`src/rtl/ysyx_23060229_mdu.sv`:
```
// Iterative RV32M multiply/divide unit.
// Radix-2 shift-add multiply and restoring divide on operand magnitudes. A final cycle applies
// the sign fix-up. Requests and results use a valid/ready handshake, and the unit accepts a new
// op only while idle.
module ysyx_23060229_mdu #(
  parameter int unsigned XLEN  = 32,
  parameter int unsigned CNT_W = $clog2(XLEN) + 1
) (
  input  logic            clk,
  input  logic            rst_n,
  input  logic            in_valid,
  output logic            in_ready,
  input  logic [2:0]      op,
  input  logic [XLEN-1:0] src1,
  input  logic [XLEN-1:0] src2,
  input  logic            flush,
  output logic            out_valid,
  input  logic            out_ready,
  output logic [XLEN-1:0] result,
  output logic            busy
);

  typedef enum logic [2:0] {StIdle, StPrep, StIter, StFix, StDone} state_e;

  localparam logic [XLEN-1:0] MinNeg = {1'b1, {(XLEN-1){1'b0}}};

  state_e              state_q, state_d;
  logic [2:0]          op_q, op_d;
  logic [XLEN-1:0]     a_q, a_d;
  logic [XLEN-1:0]     b_q, b_d;
  // Multiply: running product. Divide: {remainder, dividend/quotient}.
  logic [2*XLEN-1:0]   acc_q, acc_d;
  // Multiplicand, shifted left one place per iteration.
  logic [2*XLEN-1:0]   mcand_q, mcand_d;
  // Multiply: multiplier shifted right. Divide: divisor magnitude.
  logic [XLEN-1:0]     mag2_q, mag2_d;
  logic [CNT_W-1:0]    cnt_q, cnt_d;
  logic                neg_q, neg_d;
  logic [XLEN-1:0]     result_q, result_d;

  // Operand decode and magnitudes, computed from the latched request.
  logic            is_div, s1_signed, s2_signed, a_neg, b_neg, div_zero, div_ovf;
  logic [XLEN-1:0] mag_a, mag_b;

  // Sign handling and special-case detection for the latched operands.
  always_comb begin
    is_div    = op_q[2];
    s1_signed = (op_q == 3'd1) || (op_q == 3'd2) || (op_q == 3'd4) || (op_q == 3'd6);
    s2_signed = (op_q == 3'd1) || (op_q == 3'd4) || (op_q == 3'd6);
    a_neg     = s1_signed & a_q[XLEN-1];
    b_neg     = s2_signed & b_q[XLEN-1];
    mag_a     = a_neg ? (~a_q + 1'b1) : a_q;
    mag_b     = b_neg ? (~b_q + 1'b1) : b_q;
    div_zero  = (b_q == '0);
    // Only signed DIV/REM (op[0] clear) can overflow.
    div_ovf   = !op_q[0] && (a_q == MinNeg) && (b_q == {XLEN{1'b1}});
  end

  logic [2*XLEN-1:0] div_shift;
  logic [XLEN:0]     div_trial;
  logic [2*XLEN-1:0] prod_fix;
  logic [XLEN-1:0]   dq_sel;

  // Next-state and datapath update for the sequencing FSM.
  always_comb begin
    state_d   = state_q;
    op_d      = op_q;
    a_d       = a_q;
    b_d       = b_q;
    acc_d     = acc_q;
    mcand_d   = mcand_q;
    mag2_d    = mag2_q;
    cnt_d     = cnt_q;
    neg_d     = neg_q;
    result_d  = result_q;
    div_shift = {acc_q[2*XLEN-2:0], 1'b0};
    div_trial = {1'b0, div_shift[2*XLEN-1:XLEN]} - {1'b0, mag2_q};
    prod_fix  = neg_q ? (~acc_q + 1'b1) : acc_q;
    dq_sel    = op_q[1] ? acc_q[2*XLEN-1:XLEN] : acc_q[XLEN-1:0];

    if (flush) begin
      // Flush kills any op in flight and blocks a same-cycle accept.
      state_d = StIdle;
    end else begin
      unique case (state_q)
        StIdle: begin
          if (in_valid) begin
            op_d    = op;
            a_d     = src1;
            b_d     = src2;
            state_d = StPrep;
          end
        end
        StPrep: begin
          cnt_d  = CNT_W'(XLEN);
          mag2_d = mag_b;
          unique case (op_q)
            3'd1, 3'd4: neg_d = a_neg ^ b_neg;
            3'd2, 3'd6: neg_d = a_neg;
            default:    neg_d = 1'b0;
          endcase
          if (is_div) begin
            acc_d   = {{XLEN{1'b0}}, mag_a};
            mcand_d = '0;
          end else begin
            acc_d   = '0;
            mcand_d = {{XLEN{1'b0}}, mag_a};
          end
          if (is_div && div_zero) begin
            result_d = op_q[1] ? a_q : {XLEN{1'b1}};
            state_d  = StDone;
          end else if (is_div && div_ovf) begin
            result_d = op_q[1] ? '0 : MinNeg;
            state_d  = StDone;
          end else begin
            state_d = StIter;
          end
        end
        StIter: begin
          cnt_d = cnt_q - 1'b1;
          if (is_div) begin
            // Restoring step: keep the difference only when there is no borrow.
            if (!div_trial[XLEN]) begin
              acc_d = {div_trial[XLEN-1:0], div_shift[XLEN-1:1], 1'b1};
            end else begin
              acc_d = div_shift;
            end
          end else begin
            if (mag2_q[0]) begin
              acc_d = acc_q + mcand_q;
            end
            mcand_d = {mcand_q[2*XLEN-2:0], 1'b0};
            mag2_d  = {1'b0, mag2_q[XLEN-1:1]};
          end
          if (cnt_q == CNT_W'(1)) begin
            state_d = StFix;
          end
        end
        StFix: begin
          if (is_div) begin
            result_d = neg_q ? (~dq_sel + 1'b1) : dq_sel;
          end else if (op_q == 3'd0) begin
            result_d = prod_fix[XLEN-1:0];
          end else begin
            result_d = prod_fix[2*XLEN-1:XLEN];
          end
          state_d = StDone;
        end
        StDone: begin
          if (out_ready) begin
            state_d = StIdle;
          end
        end
        default: state_d = StIdle;
      endcase
    end
  end

  // State and datapath registers; asynchronous reset clears everything.
  always_ff @(posedge clk or negedge rst_n) begin
    if (!rst_n) begin
      state_q  <= StIdle;
      op_q     <= '0;
      a_q      <= '0;
      b_q      <= '0;
      acc_q    <= '0;
      mcand_q  <= '0;
      mag2_q   <= '0;
      cnt_q    <= '0;
      neg_q    <= 1'b0;
      result_q <= '0;
    end else begin
      state_q  <= state_d;
      op_q     <= op_d;
      a_q      <= a_d;
      b_q      <= b_d;
      acc_q    <= acc_d;
      mcand_q  <= mcand_d;
      mag2_q   <= mag2_d;
      cnt_q    <= cnt_d;
      neg_q    <= neg_d;
      result_q <= result_d;
    end
  end

  assign in_ready  = (state_q == StIdle);
  assign out_valid = (state_q == StDone);
  assign busy      = (state_q != StIdle);
  assign result    = result_q;

endmodule

```
`config.mk`:
```
export PLATFORM = sky130hd
export DESIGN_NAME = ysyx_23060229_mdu
export DESIGN_NICKNAME = d
export VERILOG_FILES = /design/src/rtl/ysyx_23060229_mdu.sv
export SDC_FILE = /design/constraint.sdc
export NUM_CORES = 1
export LEC_CHECK = 0
export CORE_MARGIN = 10
export CORE_UTILIZATION = 60
export CTS_CLUSTER_SIZE = 30
export DETAILED_ROUTE_END_ITERATION = 6
export DONT_BUFFER_PORTS = 1
export MAX_ROUTING_LAYER = met4
export PLACE_DENSITY = 0.78
export SLEW_MARGIN = 10
export SYNTH_ARGS = -nofsm -noshare
export SYNTH_HDL_FRONTEND = slang
export SYNTH_SLANG_ARGS = --single-unit
```
`constraint.sdc`:
```
create_clock -name clk -period 13.59 [get_ports clk]
set_clock_uncertainty 0.2 [all_clocks]
set_input_delay 0.6795 -clock clk [delete_from_list [all_inputs] [get_ports clk]]
set_output_delay 0.6795 -clock clk [all_outputs]
set_load 0.01 [all_outputs]
```
==> results.sh <==
export IMPL_finalCriticalPeriod_ps=4607
export IMPL_root_buffer="clkbuf_16"
export IMPL_fin_nets=2850
export IMPL_cts_buffers=34
export IMPL_seq_area_frac_synth=0.3006
export IMPL_cts_htree_levels=2
export IMPL_gp_congestion=1.074
export IMPL_dp_slack_ps=8946
export IMPL_insertion_delay_ps=560
export IMPL_hp_class="primary input to flip-flop"
export IMPL_route_antenna_remaining_nets=0
export IMPL_die_width_um=213.2
export IMPL_via_count=21810
export IMPL_hold_violations=0
export IMPL_synth_seq_cells=269
export IMPL_track_usage=0.3568
export IMPL_worst_slack_ps=8983
export IMPL_io_buffers=0
export IMPL_start_util=0.6102
export IMPL_synthArstFlopShare=1.000
export IMPL_post_cts_buffers=0
export IMPL_cpPeakStageDelay_ps=640
export IMPL_ys_flop_type="dfrtp_1"
export IMPL_die_y_um=213.2
export IMPL_maxClockFrequency_mhz=217.1
export IMPL_synth_top_area_frac=0.3006
export IMPL_slew_violations=0
export IMPL_crit_slowest_cell="a311oi_1"
export IMPL_syn_nets=2990
export IMPL_report_final_setup_viol=0
export IMPL_grt_max_degree=270
export IMPL_synth_commonest_cells="nand2_1, o21ai_0, dfrtp_1, nor2_1, a21oi_1"
export IMPL_drive_gt1_frac=0.07821
export IMPL_top_layer_used="met4"
export IMPL_grt_pass1_vias=20630
export IMPL_cp_start_kind="flip-flop"
export IMPL_yosysMostFrequentCell="nand2_1"
export IMPL_fin_tns_setup_ps=0
export IMPL_netlist_instances=2814
export IMPL_rsz0062_at_grt="false"
export IMPL_core_area_mm2=0.03670
export IMPL_synth_top_family_by_area="compound AO/OA/AOI/OAI gates"
export IMPL_firstDrtPassIters=6
export IMPL_wl_um=79370
export IMPL_path_max_fanout=10
export IMPL_routedWlPerCell_um=25.05
export IMPL_outcome="completed"
export IMPL_io_pin_count=107
export IMPL_synth_area_leaders="dfrtp_1, o21ai_0, ha_1"
export IMPL_drt_iter0_drc=2576
export IMPL_critPathKind="flip-flop to flip-flop"
export IMPL_p_per_area_mw_per_mm2=236.4
export IMPL_max_slew_margin_rel=0.3302
export IMPL_cts_tree="built"
export IMPL_ir_worst_vdd_uv=201.6
export IMPL_vias_per_cell=6.886
export IMPL_grt_pass1_wl_um=122400
export IMPL_crit_chain="ha_1 > a21o_1 > nand4_1 > a211oi_1 > o21ai_0 > a311oi_1 > o21ai_0 > a31oi_1 > a221oi_1 > xor2_1 > a221oi_1"
export IMPL_syn_avg_cell_area_um2=7.958
export IMPL_dpl_hpwl_um=57710
export IMPL_wl_met2_um=35890
export IMPL_finalCritPeriodShare=0.3390
export IMPL_synthMuxAreaShare=0.07208
export IMPL_route_met3_wl_um=7263
export IMPL_clockBufferDepth=3
export IMPL_grt_ovfl_total=0
export IMPL_cp_num_buf_inv=0
export IMPL_timing_critical_path_required_ps=13840
export IMPL_synth_compound_area_share=0.2496
export IMPL_clkTransAtPathRegs_ps=60
export IMPL_antenna_found_initial=2
export IMPL_cts_resized=0
export IMPL_die_area_mm2=0.04545
export IMPL_area_growth_pct=5.392
export IMPL_leakagePower_nw=10.09
export IMPL_end_kind="flip-flop"
export IMPL_synth_distinct_cells=81
export IMPL_cts_hold_fix_buffers=2
export IMPL_yosysWarningCount=0
export IMPL_clock_sinks=269
export IMPL_synth_xor_area_frac=0.08996
export IMPL_drc=0
export IMPL_syn_cell_area_mm2=0.02239
export IMPL_drt_met1_wl_um=31240
export IMPL_tightest_slew_ps=1005
export IMPL_synth_edff_count=0
export IMPL_crit_family="compound AO/OA/AOI/OAI gates"
export IMPL_cp_data_arrival_time_ps=4860
export IMPL_max_cap_viol_count=0
export IMPL_rows=70
export IMPL_synth_simple_gate_area_frac=0.1804
export IMPL_synth_top_cell_by_area="dfrtp_1"
export IMPL_synth_fa_ha_area_frac=0.05878
-- registers in the layout, summed over array words and instances, names as in the netlist --
| signal | flops |
|---|---|
| op_q | 3 |
| a_q | 32 |
| mcand_q | 64 |
| state_q | 3 |
| acc_q | 64 |
| mag2_q | 32 |
| result | 32 |
| neg_q | 1 |
| b_q | 32 |
| cnt_q | 6 |
-- through the flow --
stage                 util  cells  total power [mW]  hold WS [ps]  area [um^2]
finish              0.6431   3168             5.579         27.70        23600
global route        0.6431   3168             5.910         13.26        23600
CTS                 0.6418   3164             5.469         10.86        23550
detailed placement  0.6116   3102             4.535         193.5        22440
global placement    0.6116   3102             4.496         191.7        22440
floorplan                -   2814             3.610         183.9        22390
-- cell families (layout without fill, tap and decap cells) --
kind of cell             after synthesis  count (layout)
multiplexers                         149             149
XOR/XNOR                             230             230
flip-flops                           269             269
AO/OA/AOI/OAI                        910             910
adder cells (fa/ha/maj)              104             104
other                                  0               2
AND/OR/NAND/NOR                      870             870
buffers and inverters                282             166
-- final timing paths --
| kind | end | slack, ps | from | cells after the start |
|---|---|---|---|---|
| max | acc_q[62] | 8980 | acc_q[2] | 11 |
| max reg2reg | acc_q[62] | 8980 | acc_q[2] | 11 |
| min | state_q[2] | 30 | out_ready | 1 |
| min in group asynchronous | b_q[29] | 510 | rst_n | 2 |
| max in group asynchronous | acc_q[16] | 11400 | rst_n | 3 |
| min reg2reg | mcand_q[50] | 320 | mcand_q[50] | 2 |
-- power by group --
group	total [mW]	internal [mW]	leakage, nW	switching (mW)
combinational	3.14	1.20	6.13	1.94
clock	0.903	0.522	0.519	0.381
sequential	1.54	1.03	3.44	0.508
total	5.58	2.75	10.1	2.83
-- area by class of cell --
cell class              instances  area, um^2
clock inverters                11       133.9
fillers                      3148       13100
multi-input cells            2263       14630
inverters                      75       281.5
well taps                     468       585.6
repair buffers                 31       290.3
clock buffers                  49       937.1
flip-flops and latches        269        6738
diodes                          2       5.005
-- worst register-to-register path, delay by kind of cell, from the launching register on --
kind / cells / cell delay [ps]
AO/OA/AOI/OAI: 8 / 3020
AND/OR/NAND/NOR: 1 / 190
flip-flops: 1 / 500
adder cells (fa/ha/maj): 1 / 420
XOR/XNOR: 1 / 170
-- routing by layer --
metal	vias to the layer above	track usage
met1	10450	0.4431
li1	9871	-
met5	-	-
met2	1194	0.5439
met4	0	0.2024
met3	298	0.06114
-- placed cells by master (no fill, tap or decap), drive strengths merged, types with 35 or more instances in the layout --
cell type,instances
a211oi,35
a21o,63
a21oi,228
a22oi,41
clkbuf,49
dfrtp,269
ha,102
inv,78
mux2,98
mux2i,51
nand2,320
nand3,55
nand4,40
nor2,231
nor3,48
o21ai,313
o31ai,38
xnor2,118
xor2,112
Note: power is estimated with default switching activity, not from simulation.
